`config.mk`:
```
export PLATFORM = sky130hd
export DESIGN_NAME = scs_decoder_rx
export DESIGN_NICKNAME = d
export VERILOG_FILES = /design/src/rtl/scs_decoder_rx.sv
export SDC_FILE = /design/constraint.sdc
export NUM_CORES = 1
export LEC_CHECK = 0
export CAP_MARGIN = 25
export CORE_UTILIZATION = 36
export DETAILED_ROUTE_END_ITERATION = 8
export PLACE_DENSITY = 0.6
export SLEW_MARGIN = 40
export SYNTH_ARGS = -nofsm -noshare
export SYNTH_HDL_FRONTEND = slang
export SYNTH_SLANG_ARGS = --single-unit
```
`constraint.sdc`:
```
create_clock -name clk -period 3.3 [get_ports clk]
set_input_delay 0.99 -clock clk [delete_from_list [all_inputs] [get_ports clk]]
set_output_delay 0.99 -clock clk [all_outputs]
set_load 0.02 [all_outputs]
```
`src/rtl/scs_decoder_rx.sv`:
```
// scs_decoder_rx: undoes 32-bit bus-invert coding and buffers decoded payloads
// in a 2-entry elastic stage, keeping saturating link statistics.
module scs_decoder_rx #(
    parameter int FLIT_W = 32,
    parameter int CNT_W  = 16
) (
    input  logic              clk,
    input  logic              rst,
    input  logic [FLIT_W-1:0] in_data,
    input  logic              in_valid,
    output logic              in_ready,
    output logic [FLIT_W-2:0] out_data,
    output logic              out_valid,
    input  logic              out_ready,
    output logic              last_inv,
    input  logic              stat_clr,
    output logic [CNT_W-1:0]  flit_cnt,
    output logic [CNT_W-1:0]  inv_cnt
);
    localparam int PW = FLIT_W - 1;

    logic [PW-1:0]    mem_q [2];
    logic [1:0]       occ_q, occ_d;
    logic             rd_q, rd_d, wr_q, wr_d;
    logic             last_inv_q, last_inv_d;
    logic [CNT_W-1:0] flit_q, flit_d, inv_q, inv_d;
    logic             push, pop, flag;
    logic [PW-1:0]    payload;

    // Readiness comes only from registered occupancy, so out_ready never reaches in_ready.
    assign in_ready  = occ_q != 2'd2;
    assign out_valid = occ_q != 2'd0;
    assign out_data  = mem_q[rd_q];
    assign last_inv  = last_inv_q;
    assign flit_cnt  = flit_q;
    assign inv_cnt   = inv_q;
    assign flag      = in_data[FLIT_W-1];
    assign payload   = in_data[PW-1:0] ^ {PW{flag}};
    assign push      = in_valid && in_ready;
    assign pop       = out_valid && out_ready;

    always_comb begin
        occ_d      = occ_q + 2'(push) - 2'(pop);
        rd_d       = rd_q ^ pop;
        wr_d       = wr_q ^ push;
        last_inv_d = push ? flag : last_inv_q;
        flit_d     = stat_clr ? '0 : (push && flit_q != '1) ? flit_q + CNT_W'(1) : flit_q;
        inv_d      = stat_clr ? '0 : (push && flag && inv_q != '1) ? inv_q + CNT_W'(1) : inv_q;
    end

    always_ff @(posedge clk) begin
        if (rst) begin
            occ_q      <= '0;
            rd_q       <= 1'b0;
            wr_q       <= 1'b0;
            last_inv_q <= 1'b0;
            flit_q     <= '0;
            inv_q      <= '0;
            mem_q[0]   <= '0;
            mem_q[1]   <= '0;
        end else begin
            occ_q      <= occ_d;
            rd_q       <= rd_d;
            wr_q       <= wr_d;
            last_inv_q <= last_inv_d;
            flit_q     <= flit_d;
            inv_q      <= inv_d;
            if (push) mem_q[wr_q] <= payload;
        end
    end
endmodule

```
* Yosys cells after proc, flatten, opt, wreduce, memory -nomap -nowiden *
Memories as Yosys holds them, arrays and structs flattened. A register that Yosys moved wholly into a read port is not among the register bits.
Cells that the tools add are included.

storage, ports and cells
  output and inout bits = 66
  memories kept = 1
  register bits = 37
  input bits = 37
  word-level logic and storage cells = 34
  RAM bits = 62

operators by class
  $add $sub $neg = 4
  eq/ne operators = 3
  mux-type cells = 9
  bitwise operators = 3
  reduce and logical (&&, ||, !) cells = 8

memory list
  memory  words  width  read ports  clocked after memory_dff  write ports  RTL line  text
  mem_q   2      31     1           1                         2            22        logic [PW-1:0] mem_q [2];

operators with widths
  cell                                                              number
  16-bit by 1-bit adder with 16-bit output (second input constant)  2
  16-bit inequality test (second input constant)                    2
  31-bit two-way mux                                                1
  31-bit OR reduction                                               1
  31-bit XOR                                                        1
  1-bit two-way mux                                                 8
  1-bit logical AND                                                 5
  2-bit by 1-bit adder with 2-bit output                            1
  2-bit inequality test (second input constant)                     1
  2-bit nonzero test                                                1
  2-bit OR reduction                                                1
  2-bit by 1-bit subtractor with 2-bit output                       1
  1-bit XOR                                                         2

* Logic depth before layout (Yosys ltp) *
Gate-level depths: netlist of the first run.

  word-level depth = 7
  gate-level depth with buffers = 8
  mapped depth without buffers = 7

* Least setup slack after synthesis of the first run *
No wires, ideal clock.

  path type = input -> register
  start point = input in_valid
  end point = memory mem_q[0][0] (netlist name), enable pin
  stages on the path = 4
  setup time = 426 ps
  path buffers = 2
  data arrival time = 2,903 ps
  path slack = -29 ps
  cell sequence = buf_4 > nand2_1 > clkbuf_1 > o21bai_1

RTL lines
  item                RTL line  text
  start: declaration  10        input logic in_valid,
  end: declaration    22

==> impl_metrics.toml, run 1 <==
[floorplan]
top_level_ports = 103
coreArea_sq_um = 12800
initial_core_util_pct = 37.4
dieWidth_microns = 117
die_y_microns = 117
die_area_sq_um = 13700
num_rows = 41

[sta]
fin_setup_tns_ps = 0
final.min_clock_period_ps = 2910
fin_ws_ps = 386
hold_viol = 0
final_max_slew_viol_count = 0
finalSetupViolations = 0
fmax_ghz = 0.343
period_share_pct = 88.3
slew_headroom_pct = 50.1
clock_skew_ps = 6.27
rsz0062_at_grt = "false"
max_slew.worst_pin.slew_ps = 738
holdWs_ps = 492

[detailed_routing]
drt-initial-drc-count = 236
avgRoutedWirePerCell_microns = 15.9
routed_wl_microns = 11400
drcViolationCount = 0
dr.pass1.iters = 5
postRouteAntennaNets = 0
via_count = 3714
viasPerCell = 5.19

[grt]
grt.overflow.total = 0
grt_pass1_wl_microns = 18200
antenna_found_initial = 0
grt_pass1_vias = 3598
grt_use_total_pct = 17.6
grt_max_degree = 32

[min_path]
hold_path.startpoint = "flit_cnt[11]"
holdPathStages = 2
hold_end = "flit_cnt[11]"
worstHoldPathType = "flop to flop"

[cells_and_area]
syn2layout_area_growth_pct = 31.9
final_area_sq_um = 6290
finalNonFillerCells = 715
fin_util_pct = 49.3
drive_gt1_share_pct = 12.9
antenna_cells = 0
final_nets = 578
fillers = 1171

[power_and_ir_drop]
power.density_nw_per_um2 = 559
pwr-share-clk_pct = 28.1
seqPwrFrac_pct = 42.7
p_sw_mw = 1.04
ir_drop_v = 0.000247
power_mw = 3.52
leakage_nw = 2.10
internal-power_mw = 2.48
pwr-share-comb_pct = 29.2
p_sw_share_pct = 29.5

[clock_tree]
cts_tree = "built"
postCtsHoldBufs = 0
cts_made_buffers = 9
cts_max_path_buffers = 2
cts-htree-levels = 3
clk_pin_slew_ps = 70
postCtsResizedCells = 0
cts_sinks = 99
post_cts_buffers = 0
clk_latency_ps = 340
cts-root-buf = "clkbuf_16"

[status]
status = "finished, final reports clean"

[synthesis]
synth_top_flop_cell = "edfxtp_1"
syn_nets = 476
synth_async_sr_flop_share_pct = 0
syn_area_per_cell_sq_um = 10.9
synth-xor-area-share_pct = 6.24
synth_fa_ha_area_share_pct = 0.786
yosysSeqAreaShare_pct = 54.5
synth_area_leaders = "edfxtp_1 (39%), dfxtp_1 (16%), mux2_2 (7.3%), xnor2_1 (5.7%), nor2_1 (5.6%)"
synthCells = 436
synth_top_family_by_area = "simple AND/OR/NAND/NOR gates"
ys_types = 51
yosys.area_share.simple_pct = 19.3
netlist_area_sq_um = 4770
synthMuxAreaShare_pct = 7.94
synth_seq_cells = 99
synth-compound-area-share_pct = 8.36
yosys.area.top_type = "edfxtp_1"
synth_top_area_share_pct = 39.0
ys_warn_count = 0
synth_edf_count = 62

[placed_design]
dp_worst_setup_slack_ps = 244
globalplace.congestion = 0.837
port_buffers = 102
place_area_sq_um = 6010
dp_hpwl_microns = 7500
dpl.cell_count = 699

[setup_path]
arrival_ps = 1920
reg2regPathDepth = 5
worstPathMaxFanout = 19
cp-end-kind = "output port"
reg2reg_slack_ps = 1180
critPathRequiredTime_ps = 2310
r2r-start = "flit_cnt[0]"
crit-reg2reg-capture = "flit_cnt[14]"
crit_path_start_kind = "flop"
crit_type = "flop to output port"

[job]
drv_cap = 0
-- area by class of cell --
type	instances	area, sq um	share of cell area, %
inverters	3	11.3	0.179
clock inverters	7	51.3	0.815
multi-input cells	310	2050	32.6
flip-flops and latches	99	2600	41.3
clock buffers	9	225	3.58
repair buffers	115	1140	18.1
well taps	172	215	3.42
-- power groups by stage --
stage	combinational [mW]	clock, mW	sequential (mW)
global placement	1.03	0	1.52
detailed placement	1.04	0	1.53
global route	1.11	1.08	1.52
CTS	1.04	1.02	1.50
finish	1.03	0.990	1.50
floorplan	0.596	0	1.52
-- state kept, by name, summed over array words and instances, names as in the netlist --
register,count
flit_cnt,16
inv_cnt,16
last_inv,1
mem_q,62
occ_q,2
rd_q,1
wr_q,1
-- per-layer routing --
metal  GRT usage [%]  wire (microns)  vias up
met5               0               0        -
met4            7.34              85        0
met3            3.09             515        6
met2            28.2            5350       94
met1            23.5            5440     1788
li1                -               -     1826
-- worst max path at each step --
stage               startpoint           end  slack, ps  cells after the start
floorplan             in_valid   mem_q[0][0]        630                      4
global placement      in_valid  flit_cnt[14]        270                      5
detailed placement    in_valid  flit_cnt[14]        240                      5
CTS                       rd_q   out_data[9]        370                      3
global route              rd_q   out_data[4]        300                      3
finish                    rd_q   out_data[9]        390                      3
-- critical path: stages (launching register included) --
cell	delay, ps
dfxtp_1	340
buf_4	300
mux2_2	370
clkdlybuf4s50_1	580
-- placed cells by master, fill, tap and decap left out, types with 12 or more instances in the layout --
cell type        netlist  layout
nand2_1               21      21
xnor2_1               31      31
nand4_1               16      16
or3_1                 12      12
a21oi_1               21      21
mux2_2                31      31
dfxtp_1               37      37
nor2_1                71      71
edfxtp_1              62      62
clkdlybuf4s50_1        0     101
or4_1                 12      12
-- Yosys cell counts (all sizes together) (2+ instances only) --
cell type	instances
o21ai	11
nand3	8
buf	9
xnor2	31
o41ai	5
ha	3
mux2	31
o31ai	11
mux2i	3
nand2	22
xor2	3
or3	13
o311ai	3
or2	2
dfxtp	37
or4	12
and3	4
nand4	16
a21oi	21
a31oi	2
clkbuf	14
inv	3
o21bai	2
nor2	71
nor2b	2
nor4	6
edfxtp	62
a211oi	2
nor3	5
and4	6
and2	4
-- cell families (layout without fill, tap and decap cells) --
kind of cell               Yosys count  after routing
and+or+nand+nor                    177            177
DFF                                 99             99
AOI/OAI and AO/OA                   62             62
xor gates and xnor gates            34             34
muxes                               34             34
buffers and inverters               27            134
adders and majority gates            3              3
Note: power is estimated with default switching activity, not from simulation.
==> run 2: changes to the inputs <==
--- a/config.mk
+++ b/config.mk
@@ -6,9 +6,10 @@
 export NUM_CORES = 1
 export LEC_CHECK = 0
 export CAP_MARGIN = 25
+export CORE_ASPECT_RATIO = 2
 export CORE_UTILIZATION = 36
 export DETAILED_ROUTE_END_ITERATION = 8
-export PLACE_DENSITY = 0.6
+export PLACE_DENSITY = 0.58
 export SLEW_MARGIN = 40
 export SYNTH_ARGS = -nofsm -noshare
 export SYNTH_HDL_FRONTEND = slang
==> constraint.sdc (replaced) <==
create_clock -name clk -period 2.95 [get_ports clk]
set_input_delay 0.885 -clock clk [delete_from_list [all_inputs] [get_ports clk]]
set_output_delay 0.885 -clock clk [all_outputs]
set_load 0.02 [all_outputs]
==> run 2 against run 1 <==
  * Non-clock buffer count rose by 4
  * Sequential share of layout area down 0.33 points
  * Clock-buffer cell count grew 1
  * Combinational power increased by 12%
  * Die area up 0.20%
  * Register-to-register slack got worse by 380 ps
  * Design area is 0.80% higher
  * Critical path type unchanged
  * Largest cell class unchanged
  * Highest routed layer unchanged
==> impl_metrics.toml, run 2 (synthesized netlist as in run 1, its figures left out) <==
[setup_path]
crit_chain = "buf_12, mux2_2, clkdlybuf4s50_1"
r2r-start = "flit_cnt[1]"
critPathRequiredTime_ps = 2070
crit_buf_inv = 2
crit_path_start_kind = "flop"
reg2reg_slack_ps = 800
worstPathMaxFanout = 31
crit-reg2reg-capture = "flit_cnt[14]"
arrival_ps = 1900
cp-end-kind = "output port"
worstSetupStartpoint = "rd_q"
crit_family = "buffers and inverters"
crit_type = "flop to output port"
cp_slowest_stage_delay_ps = 540
slowest_stage = "clkdlybuf4s50_1"
reg2regPathDepth = 5

[cells_and_area]
top_register = "mem_q"
final_nets = 582
antenna_cells = 0
syn2layout_area_growth_pct = 32.9
layout_common_cells = "clkdlybuf4s50_1 (101), nor2_1 (71), edfxtp_1 (62)"
largest_register_ffs = 62
fillers = 1234
final_common_cell = "clkdlybuf4s50_1"
drive_gt1_share_pct = 13.5

[detailed_routing]
dr.pass1.iters = 4
drcViolationCount = 0
avgRoutedWirePerCell_microns = 16.8
viasPerCell = 5.45
postRouteAntennaNets = 0
routed_wl_microns = 11800
via_count = 3811
drt-initial-drc-count = 186

[sta]
final_max_slew_viol_count = 0
clock_skew_ps = 9.56
fin_setup_tns_ps = 0
fmax_ghz = 0.358
slew_headroom_pct = 45.4
final.min_clock_period_ps = 2790
hold_viol = 0
finalSetupViolations = 0
max_slew.worst_pin.slew_ps = 812
period_share_pct = 94.6
holdWs_ps = 506
rsz0062_at_grt = "false"

[grt]
grt_pass1_vias = 3811
grt_max_degree = 32
grt.overflow.total = 0
grt_use_total_pct = 17.5
grt_pass1_wl_microns = 18900
antenna_found_initial = 0

[power_and_ir_drop]
power.density_nw_per_um2 = 637
leakage_nw = 2.12
ir_drop_v = 0.000445

[clock_tree]
postCtsHoldBufs = 0
clk_pin_slew_ps = 70
cts_tree = "built"
cts_made_buffers = 9
post_cts_buffers = 0
postCtsResizedCells = 0
clk_latency_ps = 340
cts-root-buf = "clkbuf_16"
cts-htree-levels = 3
cts_max_path_buffers = 2
cts_sinks = 99

[min_path]
hold_path.startpoint = "flit_cnt[11]"
worstHoldPathType = "flop to flop"
hold_end = "flit_cnt[11]"
holdPathStages = 2

[placed_design]
dp_hpwl_microns = 8050
globalplace.congestion = 0.819
port_buffers = 102

[floorplan]
die_area_sq_um = 13800
num_rows = 59
coreArea_sq_um = 13000
dieWidth_microns = 83.4
top_level_ports = 103
initial_core_util_pct = 36.7
die_y_microns = 165

[job]
drv_cap = 0

[status]
status = "finished, final reports clean"
==> run 2: how the worst max path moves through the flow <==
stage          cells past startpoint  slack [ps]            to
2_1_floorplan                      4         380   mem_q[0][0]
3_3_place_gp                       5          80  flit_cnt[14]
3_5_place_dp                       5          40   inv_cnt[15]
4_1_cts                            3         120   out_data[9]
5_1_grt                            3          90   out_data[9]
6_report                           3         160   out_data[9]
==> run 2: area by class of cell <==
cell class / count / area (sq um) / area share [%]
clock buffers: 10 / 229 / 3.61
clock inverters: 6 / 72.6 / 1.14
inverters: 3 / 11.3 / 0.177
multi-input cells: 310 / 2060 / 32.4
flip-flops and latches: 99 / 2600 / 41.0
well taps: 152 / 190 / 3.00
repair buffers: 119 / 1180 / 18.6
==> run 2: worst reg2reg max path: cells and delay by family, from the launching register on <==
family          cells  cell delay (ps)
compound gates      1              150
fa+ha+maj           1              250
flops               1              400
simple gates        3             1280
==> run 2: through the flow <==
| stage | worst slack, ps | cell area, sq um | total power, mW | std cells | util, % |
|---|---|---|---|---|---|
| after detailed placement | 44.1 | 6030 | 2.89 | 683 | 46.4 |
| after CTS | 124 | 6330 | 4.09 | 699 | 48.7 |
| final | 161 | 6340 | 4.04 | 699 | 48.8 |
| after floorplan | 381 | 4780 | 2.37 | 436 | - |
| after global placement | 81.6 | 6030 | 2.86 | 683 | 46.4 |
| after global routing | 92.1 | 6340 | 4.23 | 699 | 48.8 |
==> run 2: power breakdown <==
part	leakage, nW	switching (mW)	total (mW)	internal, mW
Clock	0.137	0.539	1.21	0.668
Sequential	0.956	0.0510	1.68	1.63
Combinational	1.03	0.577	1.15	0.572
Total	2.12	1.17	4.04	2.87
==> run 2: per-layer routing <==
metal	part of all wire, %	GRT usage, %
met1	39	18.4
met3	3.1	2.40
met4	2.1	7.63
met5	0	0
met2	56	34.2
==> run 3: changes to the inputs <==
--- a/config.mk
+++ b/config.mk
@@ -10,6 +10,7 @@
 export CORE_UTILIZATION = 36
 export DETAILED_ROUTE_END_ITERATION = 8
 export PLACE_DENSITY = 0.58
+export SETUP_SLACK_MARGIN = 0.3
 export SLEW_MARGIN = 40
 export SYNTH_ARGS = -nofsm -noshare
 export SYNTH_HDL_FRONTEND = slang
==> run 3 against run 2 <==
  * Power shrank 1.5%
  * Via count shrank 0.58%
  * Cell count grew 0.14%
  * Die area is the same
  * Clock skew is essentially flat
  * Clock-buffer cell count is the same
  * Worst hold slack is essentially flat
  * Combinational power shrank 5%
  * Core utilization grew 0.068 points
  * Clock power is essentially flat
  * Global-route usage grew 0.14 points
  * Critical path depth is the same
==> impl_metrics.toml, run 3 (synthesized netlist as in run 1, its figures left out) <==
[clock_tree]
cts_max_path_buffers = 2
cts_tree = "built"
clk_latency_ps = 340
cts_made_buffers = 9
clk_pin_slew_ps = 70
cts-htree-levels = 3
cts_sinks = 99
cts-root-buf = "clkbuf_16"

[floorplan]
die_y_microns = 165
die_area_sq_um = 13800
initial_core_util_pct = 36.7
top_level_ports = 103
coreArea_sq_um = 13000
num_rows = 59
dieWidth_microns = 83.4

[grt]
grt_max_degree = 32
grt_use_total_pct = 17.6
grt.overflow.total = 0
grt_pass1_vias = 3817
grt_pass1_wl_microns = 19000
antenna_found_initial = 0

[cells_and_area]
largest_register_ffs = 62
syn2layout_area_growth_pct = 33.1
layout_common_cells = "nor2_1 (71), clkdlybuf4s50_1 (68), edfxtp_1 (62)"
final_common_cell = "nor2_1"
drive_gt1_share_pct = 14.1
antenna_cells = 0
final_nets = 583
top_register = "mem_q"
final_area_sq_um = 6350
fin_util_pct = 48.9
finalNonFillerCells = 700

[setup_path]
arrival_ps = 1690
crit_path_start_kind = "flop"
crit_type = "flop to output port"
reg2regPathDepth = 5
reg2reg_slack_ps = 790
crit-reg2reg-capture = "flit_cnt[14]"
worstPathMaxFanout = 15
critPathRequiredTime_ps = 2070
r2r-start = "flit_cnt[1]"
cp-end-kind = "output port"

[power_and_ir_drop]
leakage_nw = 2.25
power_mw = 3.98
power.density_nw_per_um2 = 627
ir_drop_v = 0.000445

[sta]
final_max_slew_viol_count = 0
clock_skew_ps = 9.91
period_share_pct = 87.5
finalSetupViolations = 0
max_slew.worst_pin.slew_ps = 810
rsz0062_at_grt = "false"
final.min_clock_period_ps = 2580
fin_setup_tns_ps = 0
slew_headroom_pct = 45.5
hold_viol = 0
fmax_ghz = 0.388
holdWs_ps = 506
fin_ws_ps = 370

[job]
drv_cap = 0

[detailed_routing]
drt-initial-drc-count = 192
wl_met3_microns = 345
viasPerCell = 5.41
avgRoutedWirePerCell_microns = 16.9
wl_met2_microns = 6730
routed_wl_microns = 11800
via_count = 3789
dr.pass1.iters = 4
met1Wirelength_microns = 4550
top_layer = "met4"
postRouteAntennaNets = 0
drcViolationCount = 0

[placed_design]
dp_worst_setup_slack_ps = 44.1
dp_hpwl_microns = 8050
port_buffers = 102
dpl.cell_count = 683
place_area_sq_um = 6030
globalplace.congestion = 0.819

[min_path]
hold_path.startpoint = "flit_cnt[11]"
worstHoldPathType = "flop to flop"
hold_end = "flit_cnt[11]"
holdPathStages = 2

[status]
status = "finished, final reports clean"
-- run 3: routing by layer --
metal	vias up	GRT usage, %
met5	-	0
met4	0	7.63
met2	83	34.7
met1	1868	18.4
met3	10	2.35
li1	1828	-
-- run 3: repair_timing --
item / CTS / global route
gates cloned: 1 / 0
resized for setup: 31 / 4
endpoints found under the setup margin: 31 / 4
hold buffers: 0 / 0
buffers inserted: 0 / 0
-- run 3: report_power, final --
| group | switching, mW | leakage, nW | internal (mW) |
|---|---|---|---|
| combinational | 0.574 | 1.15 | 0.512 |
| sequential | 0.0542 | 0.957 | 1.63 |
| clock | 0.538 | 0.137 | 0.668 |
| total | 1.17 | 2.25 | 2.81 |
-- run 3: final cells by class --
class | count | area [sq um]
clock inverter | 6 | 72.6
sequential | 99 | 2600
inverter | 3 | 11.3
multi-input combinational | 310 | 2060
tap | 152 | 190
fill | 1242 | 6640
clock buffer | 10 | 229
timing repair buffer | 120 | 1180
-- run 3: critical path: stages, from the launching register on --
cell           delay [ps]
dfxtp_2               390
bufbuf_16             310
mux2_2                340
dlygate4sd2_1         320
-- run 3: how the worst max path moves through the flow --
| stage | from | end | slack (ps) | depth (start not counted) |
|---|---|---|---|---|
| after detailed placement | in_valid | inv_cnt[15] | 40 | 5 |
| after global routing | rd_q | out_data[23] | 300 | 3 |
| final | rd_q | out_data[23] | 370 | 3 |
| after CTS | rd_q | out_data[9] | 220 | 3 |
| after floorplan | in_valid | mem_q[0][0] | 380 | 4 |
| after global placement | in_valid | flit_cnt[14] | 80 | 5 |
